--- config.mk ---
export PLATFORM = sky130hd
export DESIGN_NAME = riscv_instr_mem_responder
export DESIGN_NICKNAME = d
export VERILOG_FILES = /design/src/rtl/riscv_instr_mem_pkg.sv /design/src/rtl/riscv_instr_resp_delay.sv /design/src/rtl/riscv_instr_mem_responder.sv
export SDC_FILE = /design/constraint.sdc
export NUM_CORES = 1
export LEC_CHECK = 0
export BUFFER_PORTS_ARGS = -buffer_cell sky130_fd_sc_hd__clkbuf_2
export CORE_MARGIN = 3
export CORE_UTILIZATION = 41
export DETAILED_ROUTE_END_ITERATION = 7
export PLACE_DENSITY = 0.87
export SYNTH_ARGS = -nofsm -noshare
export SYNTH_HDL_FRONTEND = slang
export SYNTH_SLANG_ARGS = --single-unit
--- constraint.sdc ---
create_clock -name clk -period 1.7 [get_ports clk]
set_clock_uncertainty 0.2 [all_clocks]
set_input_delay 0.17 -clock clk [delete_from_list [all_inputs] [get_ports clk]]
set_output_delay 0.17 -clock clk [all_outputs]
set_load 0.01 [all_outputs]
--- src/rtl/riscv_instr_mem_pkg.sv ---
// Shared types and constants for the instruction-memory responder.
// Response entries and the fetch address check are defined here.
package riscv_instr_mem_pkg;

    localparam int MAX_LATENCY = 8;
    localparam logic [31:0] DEFAULT_BASE_ADDR = 32'h1C00_0000;

    typedef struct packed {
        logic        valid;
        logic        err;
        logic [31:0] data;
    } instr_resp_t;

    // 33-bit arithmetic so a borrow or wrap past 32'hFFFF_FFFF lands out of range.
    function automatic logic fetch_err(
        input logic [31:0] addr,
        input logic [31:0] base,
        input int unsigned mem_words
    );
        logic [32:0] off;
        logic [32:0] limit;
        off   = {1'b0, addr} - {1'b0, base};
        limit = 33'(mem_words) << 2;
        return off[32] | (off >= limit) | (addr[1:0] != 2'b00);
    endfunction

endpackage

--- src/rtl/riscv_instr_resp_delay.sv ---
// Fixed-latency response pipeline: {valid, err} enters at grant, SRAM data
// joins at stage 1 and the entry leaves at stage LATENCY.
module riscv_instr_resp_delay
    import riscv_instr_mem_pkg::*;
#(
    parameter int LATENCY = 2
) (
    input  logic        clk,
    input  logic        rst,
    input  logic        vld_p0,
    input  logic        err_p0,
    input  logic [31:0] mem_rdata_i,
    output instr_resp_t resp_o
);

    logic        vld_p [1:LATENCY];
    logic        err_p [1:LATENCY];
    logic [31:0] data_p1;

    // Stage 0 -> 1: grant cycle captured; later stages shift with no stall
    always_ff @(posedge clk or posedge rst) begin
        if (rst) begin
            for (int k = 1; k <= LATENCY; k++) begin
                vld_p[k] <= 1'b0;
            end
        end else begin
            vld_p[1] <= vld_p0;
            for (int k = 2; k <= LATENCY; k++) begin
                vld_p[k] <= vld_p[k-1];
            end
        end
    end

    always_ff @(posedge clk) begin
        err_p[1] <= err_p0;
        for (int k = 2; k <= LATENCY; k++) begin
            err_p[k] <= err_p[k-1];
        end
    end

    assign data_p1 = err_p[1] ? 32'h0 : mem_rdata_i;

    generate
        if (LATENCY == 1) begin : g_direct
            assign resp_o = vld_p[1] ? {1'b1, err_p[1], data_p1} : '0;
        end else begin : g_registered
            logic [31:0] data_p [2:LATENCY];

            // Stage 1 -> 2: SRAM word registered, then delayed to the output stage
            always_ff @(posedge clk) begin
                data_p[2] <= data_p1;
                for (int k = 3; k <= LATENCY; k++) begin
                    data_p[k] <= data_p[k-1];
                end
            end

            assign resp_o = vld_p[LATENCY] ? {1'b1, err_p[LATENCY], data_p[LATENCY]} : '0;
        end
    endgenerate

endmodule

--- src/rtl/riscv_instr_mem_responder.sv ---
// Slave side of the instruction fetch interface: grants, reads a synchronous
// SRAM and returns in-order responses after a fixed latency.
module riscv_instr_mem_responder
    import riscv_instr_mem_pkg::*;
#(
    parameter int unsigned MEM_WORDS       = 4096,
    parameter logic [31:0] BASE_ADDR       = DEFAULT_BASE_ADDR,
    parameter int          LATENCY         = 2,
    parameter int          MAX_OUTSTANDING = 2
) (
    input  logic                         clk,
    input  logic                         rst,
    input  logic                         instr_req_i,
    input  logic [31:0]                  instr_addr_i,
    output logic                         instr_gnt_o,
    output logic                         instr_rvalid_o,
    output logic [31:0]                  instr_rdata_o,
    output logic                         instr_err_o,
    input  logic                         stall_i,
    output logic                         mem_req_o,
    output logic [$clog2(MEM_WORDS)-1:0] mem_addr_o,
    input  logic [31:0]                  mem_rdata_i
);

    localparam int AW = $clog2(MEM_WORDS);
    localparam int CW = $clog2(MAX_OUTSTANDING + 1);

    logic [CW-1:0] outstanding;
    logic          gnt;
    logic          acc_err;
    logic [AW-1:0] word_idx;
    instr_resp_t   resp;

    assign acc_err  = fetch_err(instr_addr_i, BASE_ADDR, MEM_WORDS);
    assign word_idx = AW'(instr_addr_i[31:2] - BASE_ADDR[31:2]);

    // A response leaving this cycle frees its slot for a same-cycle grant.
    assign gnt = instr_req_i & ~stall_i & ~rst &
                 ((outstanding < CW'(MAX_OUTSTANDING)) | resp.valid);

    assign instr_gnt_o = gnt;
    assign mem_req_o   = gnt & ~acc_err;
    assign mem_addr_o  = mem_req_o ? word_idx : '0;

    always_ff @(posedge clk or posedge rst) begin
        if (rst) begin
            outstanding <= '0;
        end else begin
            case ({gnt, resp.valid})
                2'b10:   outstanding <= outstanding + CW'(1);
                2'b01:   outstanding <= outstanding - CW'(1);
                default: outstanding <= outstanding;
            endcase
        end
    end

    riscv_instr_resp_delay #(
        .LATENCY (LATENCY)
    ) u_resp_delay (
        .clk         (clk),
        .rst         (rst),
        .vld_p0      (gnt),
        .err_p0      (acc_err),
        .mem_rdata_i (mem_rdata_i),
        .resp_o      (resp)
    );

    assign instr_rvalid_o = resp.valid;
    assign instr_rdata_o  = resp.data;
    assign instr_err_o    = resp.err;

    a_outstanding_cap : assert property (@(posedge clk) disable iff (rst)
        outstanding <= CW'(MAX_OUTSTANDING));
    a_no_orphan_rvalid : assert property (@(posedge clk) disable iff (rst)
        !(resp.valid && outstanding == '0));

endmodule

==> qor.csv <==
metric,value,unit
critPathArrivalTime,1.65,ns
layout_commonest_cell,clkbuf_2,
layout_common_cells,"clkbuf_2 (99), dfxtp_1 (34), and2_1 (33), nor2b_1 (33), dlygate4sd3_1 (33)",
violations,negative setup slack,
clockBufferDepth,2,
irDropWorstVdd,0.0005483,V
wl_per_cell,16.23,um
fmax,494.6,MHz
antennaDiodeCount,0,
ys_types,26,
intPower,1.586,mW
routed_wl,6153,um
nNetsFinal,402,
seqPwrFrac,0.441,
dp_hpwl,3377,um
rows,22,
initial_core_util,0.4415,
yosysSeqAreaShare,0.4622,
htreeDepth,2,
syn-num-nets,235,
final_util,0.8594,
drt_iter0_drc,110,
drtAntennaViolNets,0,
r2r_setup_slack,-0.12,ns
cp-startpoint,instr_addr_i[26],
clock-root-buffer,clkbuf_8,
synth_area_leader_cell,dfxtp_1,
avgSynthCellArea,10.24,um2
crit_required,1.33,ns
grt_overflow,0,
path_class,input port to output pin,
start_kind,input port,
drv_slew,0,
grt_pass1_wl,8873,um
ios,116,
rsz0062_at_grt,true,
synth_area_leaders,"dfxtp_1 (40%), and2_1 (12%), nor2b_1 (12%)",
relSlewSlack,0.7878,
power.density,656.6,nW/um2
num_vias,1842,
grt_max_degree,36,
ys_warn_count,0,
leakagePower,1.434,nW
wl_met2,3530,um
period_share,1.189,
clk_pin_slew_worst_paths,0.07,ns
dr_wl_met3,256,um
syn_area,1689,um2
ys_seq_elements,38,
fp.dieW,70.19,um
drc,0,
switchingPower,573.1,uW
p_comb_frac,0.285,
routabilityCongestion,0.7498,
synthToLayoutAreaGrowth,94.67,%
swShare,0.2654,
endpoint_kind,output pin,
layout_min_cycle_time,2.022,ns
reg2reg_depth,7,
antenna_found_initial,0,
critical_path_peak_fanout,5,
track_usage,0.2335,
worst_pin_slew,0.3183,ns
layout-drive-gt1-share,0.5317,
synth_top_area_frac,0.4030,
core_area,3826,um2
io_buffer_count,115,
fin_hold_ws,0.1238,ns
drv_cap,0,
hold_violations,0,
die_area,4926,um2
worst_slack,-0.3217,ns
die_height,70.19,um
wl_met1,2149,um
grt_pass1_vias,1924,
cts_buffers,5,
min_path_type,input port to async pin,
clock_sink_count,38,
dr.pass1.iters,4,
pre_cts_slack,-0.3478,ns
synthCells,165,
timing.rr.start,outstanding[1],
top_layer,met4,
status,"complete, but fails checks",
pwr-share-clk,0.274,
setup_viol,15,
vias_per_cell,4.860,
r2r_end,outstanding[1],
cts_tree,yes,
insertion_delay,0.28,ns
stage by stage:
step / TNS, ns / instance area [um2] / cells / power, mW
2_1_floorplan: -0.1786 / 1815 / 165 / 1.122
3_3_place_gp: -3.545 / 2536 / 331 / 1.290
3_5_place_dp: -3.983 / 2536 / 331 / 1.302
4_1_cts: -2.964 / 3144 / 374 / 2.086
5_1_grt: -4.410 / 3288 / 379 / 2.259
6_report: -3.481 / 3288 / 379 / 2.159
per-layer routing:
metal / up-vias / global-route usage
met5: - / 0
met1: 867 / 0.2135
met3: 20 / 0.05324
met2: 65 / 0.4722
li1: 890 / -
met4: 0 / 0.1085
synth_stat cells (all sizes together):
cell type,count
and2,33
nand2b,1
nor3b,3
a2111oi,13
dfrtp,4
nand2,2
clkbuf,6
buf,5
nor2b,33
xor2,1
nor4,3
mux2i,1
or4b,1
nand4,1
dlymetal6s2s,1
nand3,13
nor2,2
dfxtp,34
ha,2
a211o,1
xnor2,3
inv,2
state kept, by name (all words and copies together) (netlist names):
register / cells
u_resp_delay.err_p: 2
u_resp_delay.g_registered.data_p: 32
u_resp_delay.vld_p: 2
outstanding: 2
critical path, cell delays in order:
cell and delay, ns:
buf_8 0.09, nand3_4 0.07, or4b_4 0.60, buf_6 0.18, a2111oi_4 0.32, clkbuf_2 0.22
worst max path at each step:
stage / endpoint / cells past startpoint
after floorplan: mem_addr_o[1] / 4
after global placement: mem_addr_o[0] / 8
after detailed placement: mem_addr_o[0] / 8
after CTS: mem_addr_o[3] / 7
after global routing: mem_addr_o[3] / 7
final: mem_addr_o[11] / 6
power groups by stage:
stage	Combinational [mW]	Clock [mW]	Sequential, mW
global route	0.656	0.648	0.956
global placement	0.331	0	0.959
CTS	0.535	0.603	0.947
detailed placement	0.341	0	0.960
floorplan	0.161	0	0.960
finish	0.615	0.592	0.953
cell type report:
type | instances | area (um2)
clock buffers | 6 | 82.58
multi-input cells | 113 | 1100
flip-flops and latches | 38 | 780.7
well taps | 48 | 60.06
fillers | 193 | 538.0
inverters | 2 | 7.507
repair buffers | 172 | 1257
timing repair:
action	in CTS	in global routing
hold buffers	33	0
buffers inserted	2	5
resized for setup	21	36
cloned	2	1
pin swaps	5	11
setup endpoints to repair	13	26
hold endpoints to repair	36	0
kinds of logic (layout without fill, tap and decap cells):
kind of cell | Yosys count | after routing | share of synthesized area
and+or+nand+nor | 92 | 92 | 0.3348
AOI/OAI and AO/OA | 14 | 14 | 0.1141
buffers and inverters | 14 | 180 | 0.04740
adders and majority gates | 2 | 2 | 0.01481
muxes | 1 | 1 | 0.005926
xor gates and xnor gates | 4 | 4 | 0.02074
DFF | 38 | 38 | 0.4622
Power figures use the tool's default switching activity.
